`src/rtl/rega_zonas.sv`:
```
// rtl/rega_zonas.sv - four-zone irrigation sequencer: select, water, settle, advance, low-reservoir alarm
module rega_zonas #(
    parameter int T_REGA  = 8,
    parameter int T_PAUSA = 2
) (
    input  logic       Clk,
    input  logic       Rstn,
    input  logic       En,
    input  logic [1:0] Zona,
    input  logic [3:0] Seco,
    input  logic       Nivel,
    output logic [3:0] Valv,
    output logic       Bomba,
    output logic       Adv,
    output logic       Alarme,
    output logic       Ocupado
);

    typedef enum logic [2:0] {
        S_IDLE,
        S_SEL,
        S_REGA,
        S_PAUSA,
        S_ADV,
        S_ALARM
    } state_t;

    localparam logic [7:0] REGA_LOAD  = 8'(T_REGA - 1);
    localparam logic [7:0] PAUSA_LOAD = 8'(T_PAUSA - 1);
    // Reservoir must read OK for this many extra cycles after the first good sample.
    localparam logic [7:0] ALM_LOAD   = 8'd3;

    state_t     state, state_nx;
    logic [1:0] zone, zone_nx;
    logic [7:0] dur_cnt, dur_nx;
    logic [7:0] alm_cnt, alm_nx;
    logic [3:0] valv_nx;
    logic       bomba_nx, adv_nx, alarme_nx, ocupado_nx;

    always_comb begin
        state_nx = state;
        zone_nx  = zone;
        dur_nx   = dur_cnt;
        alm_nx   = alm_cnt;
        case (state)
            S_IDLE: begin
                if (En) state_nx = S_SEL;
            end
            S_SEL: begin
                zone_nx = Zona;
                if (!Nivel) begin
                    state_nx = S_ALARM;
                    alm_nx   = ALM_LOAD;
                end else if (Seco[Zona]) begin
                    state_nx = S_REGA;
                    dur_nx   = REGA_LOAD;
                end else begin
                    state_nx = S_ADV;
                end
            end
            S_REGA: begin
                // Empty reservoir outranks both the soil going wet and normal expiry.
                if (!Nivel) begin
                    state_nx = S_ALARM;
                    alm_nx   = ALM_LOAD;
                end else if (!Seco[zone] || dur_cnt == 8'd0) begin
                    state_nx = S_PAUSA;
                    dur_nx   = PAUSA_LOAD;
                end else begin
                    dur_nx = dur_cnt - 8'd1;
                end
            end
            S_PAUSA: begin
                if (dur_cnt == 8'd0) state_nx = S_ADV;
                else dur_nx = dur_cnt - 8'd1;
            end
            S_ADV: begin
                state_nx = En ? S_SEL : S_IDLE;
            end
            S_ALARM: begin
                if (!Nivel) alm_nx = ALM_LOAD;
                else if (alm_cnt == 8'd0) state_nx = S_IDLE;
                else alm_nx = alm_cnt - 8'd1;
            end
            default: state_nx = S_IDLE;
        endcase

        // Outputs are decoded from the next state so the registered copies line up with the state.
        valv_nx    = (state_nx == S_REGA) ? (4'b0001 << zone_nx) : 4'b0000;
        bomba_nx   = (state_nx == S_REGA);
        adv_nx     = (state_nx == S_ADV);
        alarme_nx  = (state_nx == S_ALARM);
        ocupado_nx = (state_nx != S_IDLE);
    end

    always_ff @(posedge Clk or negedge Rstn) begin
        if (!Rstn) begin
            state   <= S_IDLE;
            zone    <= 2'd0;
            dur_cnt <= 8'd0;
            alm_cnt <= 8'd0;
            Valv    <= 4'b0000;
            Bomba   <= 1'b0;
            Adv     <= 1'b0;
            Alarme  <= 1'b0;
            Ocupado <= 1'b0;
        end else begin
            state   <= state_nx;
            zone    <= zone_nx;
            dur_cnt <= dur_nx;
            alm_cnt <= alm_nx;
            Valv    <= valv_nx;
            Bomba   <= bomba_nx;
            Adv     <= adv_nx;
            Alarme  <= alarme_nx;
            Ocupado <= ocupado_nx;
        end
    end

endmodule

```
`config.mk`:
```
export PLATFORM = sky130hd
export DESIGN_NAME = rega_zonas
export DESIGN_NICKNAME = d
export VERILOG_FILES = /design/src/rtl/rega_zonas.sv
export SDC_FILE = /design/constraint.sdc
export NUM_CORES = 1
export LEC_CHECK = 0
export CELL_PAD_IN_SITES_DETAIL_PLACEMENT = 0
export CELL_PAD_IN_SITES_GLOBAL_PLACEMENT = 1
export CORE_ASPECT_RATIO = 1.5
export CORE_MARGIN = 1
export CORE_UTILIZATION = 39
export DETAILED_ROUTE_END_ITERATION = 7
export MAX_ROUTING_LAYER = met4
export PLACE_DENSITY = 0.84
export SYNTH_ARGS = -nofsm -noshare
export SYNTH_HDL_FRONTEND = slang
export SYNTH_SLANG_ARGS = --single-unit
```
`constraint.sdc`:
```
create_clock -name Clk -period 1.87 [get_ports Clk]
set_input_delay 0.374 -clock Clk [delete_from_list [all_inputs] [get_ports Clk]]
set_output_delay 0.374 -clock Clk [all_outputs]
set_load 0.005 [all_outputs]
```
# Word-level counts from Yosys, hierarchy flattened
# Cells that the tools add are included.
[totals]
register_bits = 29
in_bits = 10
output_inout_bits = 8
wordCells = 65
[classes]
add_sub_neg = 2
n_lt_le_gt_ge = 2
eq_ne = 14
n_shift = 1
muxes = 26
reduce_logical = 11
[op_table]
columns = ["op", "count"]
rows = [
  ["8-bit two-way mux", 8],
  ["3-bit two-way mux", 8],
  ["8-bit one-hot mux with 3 select lines", 1],
  ["3-bit one-hot mux with 6 select lines", 1],
  ["8-bit zero test", 2],
  ["8-bit one-hot mux with 2 select lines", 1],
  ["8-bit by 1-bit subtractor with 8-bit output, second input constant", 2],
  ["3-bit equality test, second input constant", 4],
  ["2-bit inequality test, second input constant", 5],
  ["3-bit by 2-bit equality test with 1-bit output, second input constant", 3],
  ["2-bit by 3-bit less-than comparator with 1-bit output, second input constant", 2],
  ["3-bit nonzero test", 2],
  ["5-bit AND reduction", 1],
  ["1-bit binary-select mux with 2-bit select", 2],
  ["4-bit two-way mux", 1],
  ["1-bit by 2-bit left shift with 4-bit output, first input constant", 1],
  ["3-bit by 1-bit equality test with 1-bit output, second input constant", 1],
  ["3-bit zero test", 1],
  ["1-bit two-way mux", 3],
  ["3-bit inequality test, second input constant", 1],
  ["3-bit AND reduction", 1],
  ["2-bit two-way mux", 1],
  ["2-bit nonzero test", 1],
  ["2-bit OR reduction", 1],
  ["other kinds (2)", 2],
]

# Depth between registers and ports, before layout
# Gate-level depths: netlist of the first run.
[logic_depth]
depth_word = 9
mapped_depth = 7
ltp_nobuf = 7

# Least setup slack after synthesis of the first run
# No wires, ideal clock.
[synth_path]
path_type = "reg2reg"
start = "register alm_cnt[4]"
end = "register Ocupado"
setup_ns = 0.139
arrival_ns = 1.789
required_time_ns = 1.731
setup_slack_ns = -0.057
path_stages_with_launch = 5
n_path_buf = 0
period_less_slack_ns = 1.927
path_cell_list = "dfrtp_1 -> or4_4 -> o21ai_4 -> nand3_4 -> or4b_1"
[synth_via]
elab_chain_cells = 5
[synth_lines]
columns = ["element", "line_no", "rtl"]
rows = [
  ["start: declaration", "36", "logic [7:0] alm_cnt, alm_nx;"],
  ["start signal: assignment", "111", "alm_cnt <= alm_nx;"],
  ["8-bit zero test", "82", "else if (alm_cnt == 8'd0) state_nx = S_IDLE;"],
  ["3-bit two-way mux", "82", ""],
  ["3-bit two-way mux", "81", "if (!Nivel) alm_nx = ALM_LOAD;"],
  ["3-bit one-hot mux with 6 select lines", "45", "case (state)"],
  ["3-bit nonzero test", "93", "ocupado_nx = (state_nx != S_IDLE);"],
  ["named net ocupado_nx", "38", "logic bomba_nx, adv_nx, alarme_nx, ocupado_nx;"],
  ["end signal: assignment", "116", "Ocupado <= ocupado_nx;"],
  ["end: declaration", "16", "output logic Ocupado"],
]
# The timed path passes the listed nets, and every way through them passes these cells.
# A chain may end at the register's enable or synchronous reset.

# Worst setup path after layout of the first run
[layout_path]
start = "register dur_cnt[1]"
end = "register Adv"
[layout_via]
elab_chain_cells = 6
word_cells_on_any_way = 7
classes_between = "1 x eq/ne; 4 x mux; 2 x reduce/logical"
[layout_lines]
columns = ["element", "line_no", "rtl"]
rows = [
  ["start: declaration", "35", "logic [7:0] dur_cnt, dur_nx;"],
  ["start signal: assignment", "110", "dur_cnt <= dur_nx;"],
  ["8-bit zero test (*)", "66, 74", ""],
  ["1-bit logical OR", "66", "end else if (!Seco[zone] || dur_cnt == 8'd0) begin"],
  ["3-bit two-way mux", "66", ""],
  ["3-bit two-way mux", "63", "if (!Nivel) begin"],
  ["3-bit one-hot mux with 6 select lines (*)", "45", ""],
  ["3-bit equality test (*)", "91", "adv_nx = (state_nx == S_ADV);"],
  ["named net adv_nx", "38", ""],
  ["end signal: assignment", "114", "Adv <= adv_nx;"],
  ["end: declaration", "14", "output logic Adv,"],
]
# Mark *: on every way through the listed nets, which the timed path passes. The rest lies on a longest branch.

==> results of run 1 <==
-- per-stage QoR --
step	worst slack (ps)	TNS (ps)
finish	38.7	0
global route	-31.5	-31.5
CTS	2.57	0
detailed placement	-532	-6960
global placement	-417	-5800
floorplan	-1.09	-1.09
-- synth_stat cells, types with 2 or more instances --
library cell	count
a21boi_0	2
a21o_1	2
a21oi_1	8
a32oi_1	2
clkbuf_1	4
dfrtp_1	29
ha_1	4
inv_1	12
mux2_2	3
mux2i_1	9
mux4_2	2
nand2_1	16
nand2b_1	6
nand3_1	12
nand3b_1	2
nand4_1	5
nor2_1	8
nor2b_1	2
nor3_1	3
nor3b_1	2
nor4_1	7
nor4b_1	3
o211ai_1	6
o22ai_1	2
or2_2	2
or4b_1	2
-- flip-flops by register name, indices dropped and copies added, names as in the netlist --
signal and flops:
alm_cnt 8, dur_cnt 8, Valv 4, state 3, zone 2, Adv 1
Alarme 1, Bomba 1, Ocupado 1
-- final cells by class --
class                           count  area [um2]  area share, %
Multi-Input combinational cell    130        1020           41.4
Sequential cell                    29         728           29.6
Timing Repair Buffer               57         477           19.4
Clock buffer                        5        68.8           2.80
Clock inverter                      3        65.1           2.64
Tap cell                           46        57.6           2.34
Inverter                           12        45.0           1.83
-- worst max-delay path, stage by stage, from the launching register on --
cell and delay (ps):
dfrtp_1 390, inv_2 80, ha_4 140, or4b_4 450
o32a_1 400, nor4b_2 260
-- repair_timing --
action	in CTS	in global routing
endpoints found under the setup margin	11	17
resized for setup	16	10
pin swaps	7	8
gates cloned	0	0
buffers inserted	0	1
-- kinds of logic after synthesis --
group	count (synthesis)
xor gates and xnor gates	1
adders and majority gates	4
and+or+nand+nor	78
muxes	14
AOI/OAI and AO/OA	33
buffers and inverters	16
DFF	29
-- power by group through the flow --
stage	logic [mW]	registers, mW	clock network, mW
final	1.47	0.960	0.772
after global routing	1.61	0.986	0.814
after CTS	1.42	0.937	0.787
after detailed placement	1.37	0.942	0
after global placement	1.33	0.931	0
after floorplan	0.768	0.879	0
-- final timing paths --
kind,depth (start not counted),to,slack [ps],from
max in group asynchronous,2,state[1],1090,Rstn
min,2,dur_cnt[5],480,Rstn
max reg2reg,5,Adv,40,dur_cnt[1]
min in group Clk,1,alm_cnt[1],540,alm_cnt[1]
max,5,Adv,40,dur_cnt[1]
min reg2reg,1,alm_cnt[1],540,alm_cnt[1]
-- layer usage --
metal  track usage (%)  vias up  routed length (um)
li1                  -      775                   -
met1              23.5      795                1700
met2              41.1       30                2700
met3              2.80        2                 128
met4              7.10        0                  28
met5                 -        -                   0
-- layout by cell type (no fill, tap or decap), types with 6 or more instances in the layout --
master	count
nor4_1	6
nor2_1	7
o211ai_1	6
nand2_1	16
nand3_1	12
a21oi_1	7
clkdlybuf4s50_1	12
dfrtp_1	27
inv_1	8
nand2b_1	6
buf_4	39
mux2i_1	9
==> run_results.csv, run 1 <==
group,metric,value,unit
pwr,clock_power_share,24.1,%
final_layout,drive_gt1_share,32.6,%
die,die_y,83.3,um
final_layout,fin_area,2460,um2
clock_tree,ctsLongestPathBuffers,2,
sta,period_needed,1830,ps
final_layout,n_fill_cell,364,
die,die_x,56.2,um
synth,synth-seq-cells,29,
synth,synth-main-ff-cell,"dfrtp_1",
setup_path,arrival,2000,ps
drt,wire_per_inst,16.2,um
grt,grt_max_degree,30,
synth,avgSynthCellArea,9.81,um2
final_layout,area_growth,43.4,%
pwr,p_per_area,1300,nW/um2
synth,synth_cells,175,
pwr,swShare,35.7,%
grt,grtUsageTotal,22.0,%
synth,yosys-top-cells-area,"dfrtp_1, mux2i_1, nand3_1",
place,io_buffers,17,
synth,synth_xor_area_share,0.510,%
drt,ant_nets,0,
clock_tree,cts_tree,"yes",
die,core_area,4210,um2
die,num_io_pins,18,
job,maxCapViolations,0,
place,post_dp_cell_area,2230,um2
grt,grt_pass1_wl,7840,um
setup_path,crit_path_start_kind,"register",
synth,synth_area,1720,um2
grt,gr-total-overflow,0,
clock_tree,clk_latency,270,ps
sta,hold_viol_final,0,
pwr,leakage,1.08,nW
synth,synth_top_family_by_area,"simple AND/OR/NAND/NOR gates",
setup_path,worstPathRequired,2040,ps
clock_tree,cts_root_buf,"clkbuf_8",
sta,worst_pin_slew,464,ps
drt,vias_per_cell,5.68,
synth,synth-simple-area-share,26.7,%
synth,yosys.area.top_type_share,42.3,%
sta,fmax,546,MHz
grt,grt_pass1_vias,1670,
sta,setup_viol,0,
clock_tree,postCtsHoldBufs,0,
sta,finClkSkew,6.98,ps
final_layout,final_core_util,58.5,%
die,num_rows,29,
sta,rsz0062_at_grt,"yes",
final_layout,diodes,0,
drt,vias,1602,
die,dieArea,4680,um2
sta,whs,480,ps
final_layout,fin_nets,249,
drt,first_pass_iters,4,
place,gp_congestion,0.865,
die,initial_core_util,40.8,%
sta,slew_violations,0,
pwr,p_int,2.06,mW
pwr,p_comb_share,45.9,%
setup_path,end_kind,"register",
synth,synth_edf_count,0,
pwr,power,3.20,mW
pwr,ir_worst_vdd,0.000891,V
synth,synthMuxAreaShare,9.84,%
pwr,power_frac_seq,30.0,%
synth,yosysSeqAreaShare,42.3,%
clock_tree,cts_buffers,5,
setup_path,crit_type,"reg2reg",
clock_tree,cts.sinks,29,
place,dp_hpwl,3360,um
clock_tree,clk_pin_slew,70,ps
synth,yosys.area_share.adder,2.92,%
synth,synthArstFlopShare,100,%
place,place_inst,273,
drt,wl,4560,um
sta,maxSlewHeadroom,68.8,%
pwr,power.switching,1.14,mW
outcome,outcome,"complete, no violations",
synth,synth_nets,189,
drt,drc,0,
grt,antenna_found_initial,0,
final_layout,stdcell_count,282,
drt,drt-initial-drc-count,87,
synth,yosys_warnings,0,
synth,ys_types,46,
synth,synth_top_cell_by_area,"dfrtp_1",
sta,fin_crit_sh,97.9,%
clock_tree,cts_max_level,2,
setup_path,cp_max_fo,3,
hold_path,hold_class,"in2async",
synth,synth_compound_area_share,14.2,%
Power figures use the tool's default switching activity.
==> run 2: changes to the inputs <==
--- a/config.mk
+++ b/config.mk
@@ -5,6 +5,7 @@
 export SDC_FILE = /design/constraint.sdc
 export NUM_CORES = 1
 export LEC_CHECK = 0
+export CAP_MARGIN = 20
 export CELL_PAD_IN_SITES_DETAIL_PLACEMENT = 0
 export CELL_PAD_IN_SITES_GLOBAL_PLACEMENT = 1
 export CORE_ASPECT_RATIO = 1.5
@@ -12,7 +13,7 @@
 export CORE_UTILIZATION = 39
 export DETAILED_ROUTE_END_ITERATION = 7
 export MAX_ROUTING_LAYER = met4
-export PLACE_DENSITY = 0.84
+export PLACE_DENSITY_LB_ADDON = 0.1
 export SYNTH_ARGS = -nofsm -noshare
 export SYNTH_HDL_FRONTEND = slang
 export SYNTH_SLANG_ARGS = --single-unit
==> run 2 against run 1 <==
Compared with the run above: global-route usage decreased by 0.18 points; clock skew about the same; worst hold slack worse by 13 ps; clock power shrank 33%; first-iteration DRC count fell by 45%; die area is the same; wire length did not move; non-clock buffer count down 7; final cell count is 2.5% lower; maximum frequency decreased by 0.93%; clock-buffer cell count unchanged; setup slack lost 17 ps; critical endpoint is now Ocupado; largest cell class unchanged; largest power group unchanged.
==> run_results.csv, run 2 (synthesis results as in run 1) <==
group,metric,value,unit
sta,maxSlewHeadroom,50.4,%
die,die_y,83.3,um
die,initial_core_util,40.8,%
grt,gr-total-overflow,0,
pwr,power,2.91,mW
clock_tree,postCtsHoldBufs,0,
setup_path,crit_path_start_kind,"input pin",
clock_tree,cts_max_level,2,
grt,antenna_found_initial,0,
clock_tree,cts_buffers,5,
grt,grtUsageTotal,21.9,%
clock_tree,clk_pin_slew,70,ps
final_layout,seqCellArea,728,um2
grt,grt_max_degree,30,
final_layout,reg_top3,"alm_cnt x8, dur_cnt x8, Valv x4",
clock_tree,cts_root_buf,"clkbuf_8",
clock_tree,cts.sinks,29,
sta,setup_viol,0,
pwr,p_per_area,1230,nW/um2
clock_tree,clk_latency,290,ps
final_layout,final_cell_mix,"buf_4, dfrtp_1, nand2_1",
pwr,ir_worst_vdd,0.000837,V
die,dieArea,4680,um2
die,core_area,4210,um2
grt,grt_pass1_wl,7620,um
final_layout,final_common_cell,"buf_4",
final_layout,drive_gt1_share,30.1,%
setup_path,worstPathRequired,2030,ps
sta,hold_viol_final,0,
final_layout,diodes,0,
sta,slew_violations,0,
die,num_io_pins,18,
sta,worst_pin_slew,742,ps
final_layout,area_growth,37.6,%
die,die_x,56.2,um
setup_path,r2r_slack,50,ps
grt,grt_pass1_vias,1619,
drt,first_pass_iters,6,
drt,drc,0,
clock_tree,cts_tree,"yes",
setup_path,arrival,2010,ps
drt,ant_nets,0,
sta,rsz0062_at_grt,"yes",
final_layout,multi_input_area,1020,um2
place,dp_hpwl,3390,um
pwr,leakage,1.04,nW
place,dp_slack,-439,ps
drt,vias,1592,
setup_path,timing.rr.end,"Ocupado",
die,num_rows,29,
sta,period_needed,1850,ps
place,gp_congestion,0.848,
setup_path,crit_type,"in2reg",
setup_path,reg2reg_depth,4,
sta,finClkSkew,7.11,ps
sta,setup_ws,21.5,ps
outcome,outcome,"complete, no violations",
final_layout,n_fill_cell,380,
setup_path,end_kind,"register",
sta,fmax,541,MHz
job,maxCapViolations,0,
drt,wl,4560,um
drt,wire_per_inst,16.6,um
drt,drt-initial-drc-count,48,
drt,vias_per_cell,5.79,
final_layout,fin_nets,242,
hold_path,hold_class,"in2async",
sta,fin_crit_sh,98.9,%
setup_path,rr_startpoint,"alm_cnt[6]",
place,io_buffers,17,
setup_path,cp_max_fo,3,
clock_tree,ctsLongestPathBuffers,2,
-- run 2: where the power goes --
| part | internal [mW] | switching [mW] |
|---|---|---|
| logic | 0.727 | 0.703 |
| registers | 0.773 | 0.191 |
| clock network | 0.256 | 0.261 |
-- run 2: worst max-delay path: stages --
cell             delay [ps]
clkdlybuf4s50_1         490
mux4_2                  270
buf_4                   130
o32a_1                  190
nand2_1                  60
or4b_1                  490
-- run 2: stage by stage --
stage	TNS (ps)	hold WS, ps	area, um2	util [%]	std cells
after floorplan	-1.09	78.4	1720	-	175
after global placement	-6060	522	2170	51.5	266
after detailed placement	-6540	528	2170	51.5	266
after CTS	0	476	2290	54.5	275
after global routing	-37.5	497	2360	56.1	275
final	0	468	2360	56.1	275
-- run 2: how the worst max path moves through the flow --
stage	start	end	slack, ps	cells after the start
3_3_place_gp	Zona[0]	dur_cnt[0]	-410	6
3_5_place_dp	Zona[0]	Ocupado	-440	5
4_1_cts	alm_cnt[6]	Ocupado	2	4
2_1_floorplan	alm_cnt[6]	Ocupado	-1	4
5_1_grt	Zona[1]	Ocupado	-20	6
6_report	Zona[1]	Ocupado	20	6
-- run 2: layout make-up --
type	count	share of cell area, %
clock buffers	5	2.91
multi-input cells	130	43.3
flip-flops and latches	29	30.8
well taps	46	2.44
clock inverters	3	0.742
repair buffers	50	17.9
inverters	12	1.91
-- run 2: repair_timing --
item / CTS / global route
pin swaps: 2 / 10
endpoints found under the setup margin: 15 / 17
setup buffers: 1 / 0
resized for setup: 9 / 16
-- run 2: metal layers --
layer  GRT usage (%)  vias to the layer above  share of wire (%)  routed length [um]
met5               -                        -                  0                   0
met4            9.31                        0                2.8                 128
met3            4.67                       14                3.2                 146
met2            39.5                       34                 56                2530
met1            22.3                      784                 38                1750
li1                -                      760                  -                   -
==> run 3: changes to the inputs <==
--- a/config.mk
+++ b/config.mk
@@ -14,6 +14,7 @@
 export DETAILED_ROUTE_END_ITERATION = 7
 export MAX_ROUTING_LAYER = met4
 export PLACE_DENSITY_LB_ADDON = 0.1
+export RECOVER_POWER = 100
 export SYNTH_ARGS = -nofsm -noshare
 export SYNTH_HDL_FRONTEND = slang
 export SYNTH_SLANG_ARGS = --single-unit
==> run 3 against run 2 <==
Compared with the run above: critical path depth stayed put; first-iteration DRC count stayed put; design area is 0.11% lower; power is 0.62% lower; non-clock buffer count stayed put; via count hardly changed; sequential share of layout area hardly changed; final cell count stayed put; sequential power hardly changed.
==> run_results.csv, run 3 (synthesis results as in run 1) <==
group,metric,value,unit
outcome,outcome,"complete, no violations",
pwr,ir_worst_vdd,0.000834,V
setup_path,end_kind,"register",
sta,slew_violations,0,
drt,vias_per_cell,5.79,
drt,wire_per_inst,16.6,um
sta,period_needed,1850,ps
clock_tree,cts_buffers,5,
final_layout,reg_top3,"alm_cnt x8, dur_cnt x8, Valv x4",
final_layout,stdcell_count,275,
sta,fmax,541,MHz
sta,finClkSkew,7.11,ps
grt,gr-usage-met1,22.3,%
die,num_rows,29,
pwr,p_per_area,1230,nW/um2
final_layout,drive_gt1_share,30.1,%
final_layout,final_cell_mix,"buf_4, dfrtp_1, nand2_1",
setup_path,crit_chain,"clkdlybuf4s50_1, mux4_2, buf_4, o32a_1, nand2_1, or4b_1",
clock_tree,cts_tree,"yes",
grt,grtUsageMet2,39.5,%
die,initial_core_util,40.8,%
die,die_y,83.3,um
die,dieArea,4680,um2
sta,maxSlewHeadroom,50.4,%
setup_path,cp_max_fo,3,
final_layout,diodes,0,
place,gp_congestion,0.848,
clock_tree,ctsLongestPathBuffers,2,
setup_path,rr_startpoint,"alm_cnt[6]",
final_layout,final_common_cell,"buf_4",
drt,vias,1593,
setup_path,crit_start,"Zona[1]",
setup_path,cp_slowest_cell,"clkdlybuf4s50_1",
drt,wl,4560,um
die,die_x,56.2,um
clock_tree,clk_latency,290,ps
place,place_inst,266,
grt,use_met3,4.67,%
sta,hold_viol_final,0,
grt,grt_pass1_vias,1619,
grt,top_usage_layer,"met2",
hold_path,hp-start,"alm_cnt[1]",
clock_tree,cts_root_buf,"clkbuf_8",
setup_path,crit_type,"in2reg",
sta,setup_ws,21.5,ps
clock_tree,clk_pin_slew,70,ps
hold_path,hold_class,"reg2reg",
grt,grt_max_degree,30,
grt,grtUsageTotal,21.9,%
clock_tree,cts_max_level,2,
sta,rsz0062_at_grt,"yes",
drt,drt-initial-drc-count,48,
job,maxCapViolations,0,
sta,worst_pin_slew,742,ps
setup_path,worstPathRequired,2030,ps
drt,first_pass_iters,6,
sta,fin_crit_sh,98.9,%
clock_tree,cts.sinks,29,
drt,drc,0,
setup_path,crit_path_start_kind,"input pin",
final_layout,area_growth,37.5,%
setup_path,slowest_delay,490,ps
pwr,leakage,1.06,nW
place,dp_slack,-439,ps
final_layout,fin_nets,242,
final_layout,final_core_util,56.1,%
die,num_io_pins,18,
drt,ant_nets,0,
sta,setup_viol,0,
die,core_area,4210,um2
grt,grt_pass1_wl,7620,um
grt,antenna_found_initial,0,
place,dp_hpwl,3390,um
place,io_buffers,17,
setup_path,arrival,2010,ps
grt,gr-total-overflow,0,
run 3: cell types whose count changed in the layout (fill, tap and decap cells not counted), sizes merged:
cell           before  now
clkdlybuf4s50      12    3
dlygate4sd3         0    9
buf                33   32
clkbuf              5    6
run 3: area by class of cell:
class,instances,area (um2)
fillers,381,1850
multi-input cells,130,1020
flip-flops and latches,29,728
repair buffers,50,420
clock buffers,5,68.8
well taps,46,57.6
inverters,12,45.0
clock inverters,3,17.5
run 3: metal layers:
layer | wire length (um) | vias to the layer above | share of wire, %
li1 | - | 760 | -
met1 | 1750 | 785 | 38
met2 | 2530 | 34 | 56
met3 | 146 | 14 | 3.2
met4 | 128 | 0 | 2.8
met5 | 0 | - | 0
run 3: repair_timing:
item	4_1_cts	5_1_grt
hold buffers	0	0
endpoints found under the setup margin	15	17
resized for setup	9	16
buffers inserted	1	0
pin swaps	2	10
run 3: metrics by stage:
step | instance area, um2 | hold WS [ps] | power (mW) | TNS (ps)
finish | 2360 | 543 | 2.89 | 0
floorplan | 1720 | 78.4 | 1.65 | -1.09
global placement | 2170 | 522 | 2.22 | -6060
detailed placement | 2170 | 528 | 2.26 | -6540
global route | 2360 | 588 | 3.09 | -37.5
CTS | 2290 | 476 | 2.83 | 0
run 3: worst max-delay path: cells and delay by family:
family / cells / cell delay [ps]
AO/OA/AOI/OAI: 1 / 190
multiplexers: 1 / 270
AND/OR/NAND/NOR: 2 / 550
buffers and inverters: 2 / 620
run 3: path summary, 6_finish.rpt:
kind                              end  slack (ps)  cells after the start
setup / recovery              Ocupado          20                      6
hold / removal             alm_cnt[1]         540                      1
setup reg to reg              Ocupado          50                      4
hold reg to reg            alm_cnt[1]         540                      1
max in group asynchronous    state[1]         680                      2
min in group asynchronous  alm_cnt[2]         670                      2
run 3: power breakdown:
part	internal (mW)	leakage (nW)	total [mW]	switching (mW)
registers	0.773	0.366	0.961	0.189
clock network	0.256	0.0439	0.517	0.261
logic	0.712	0.651	1.42	0.703
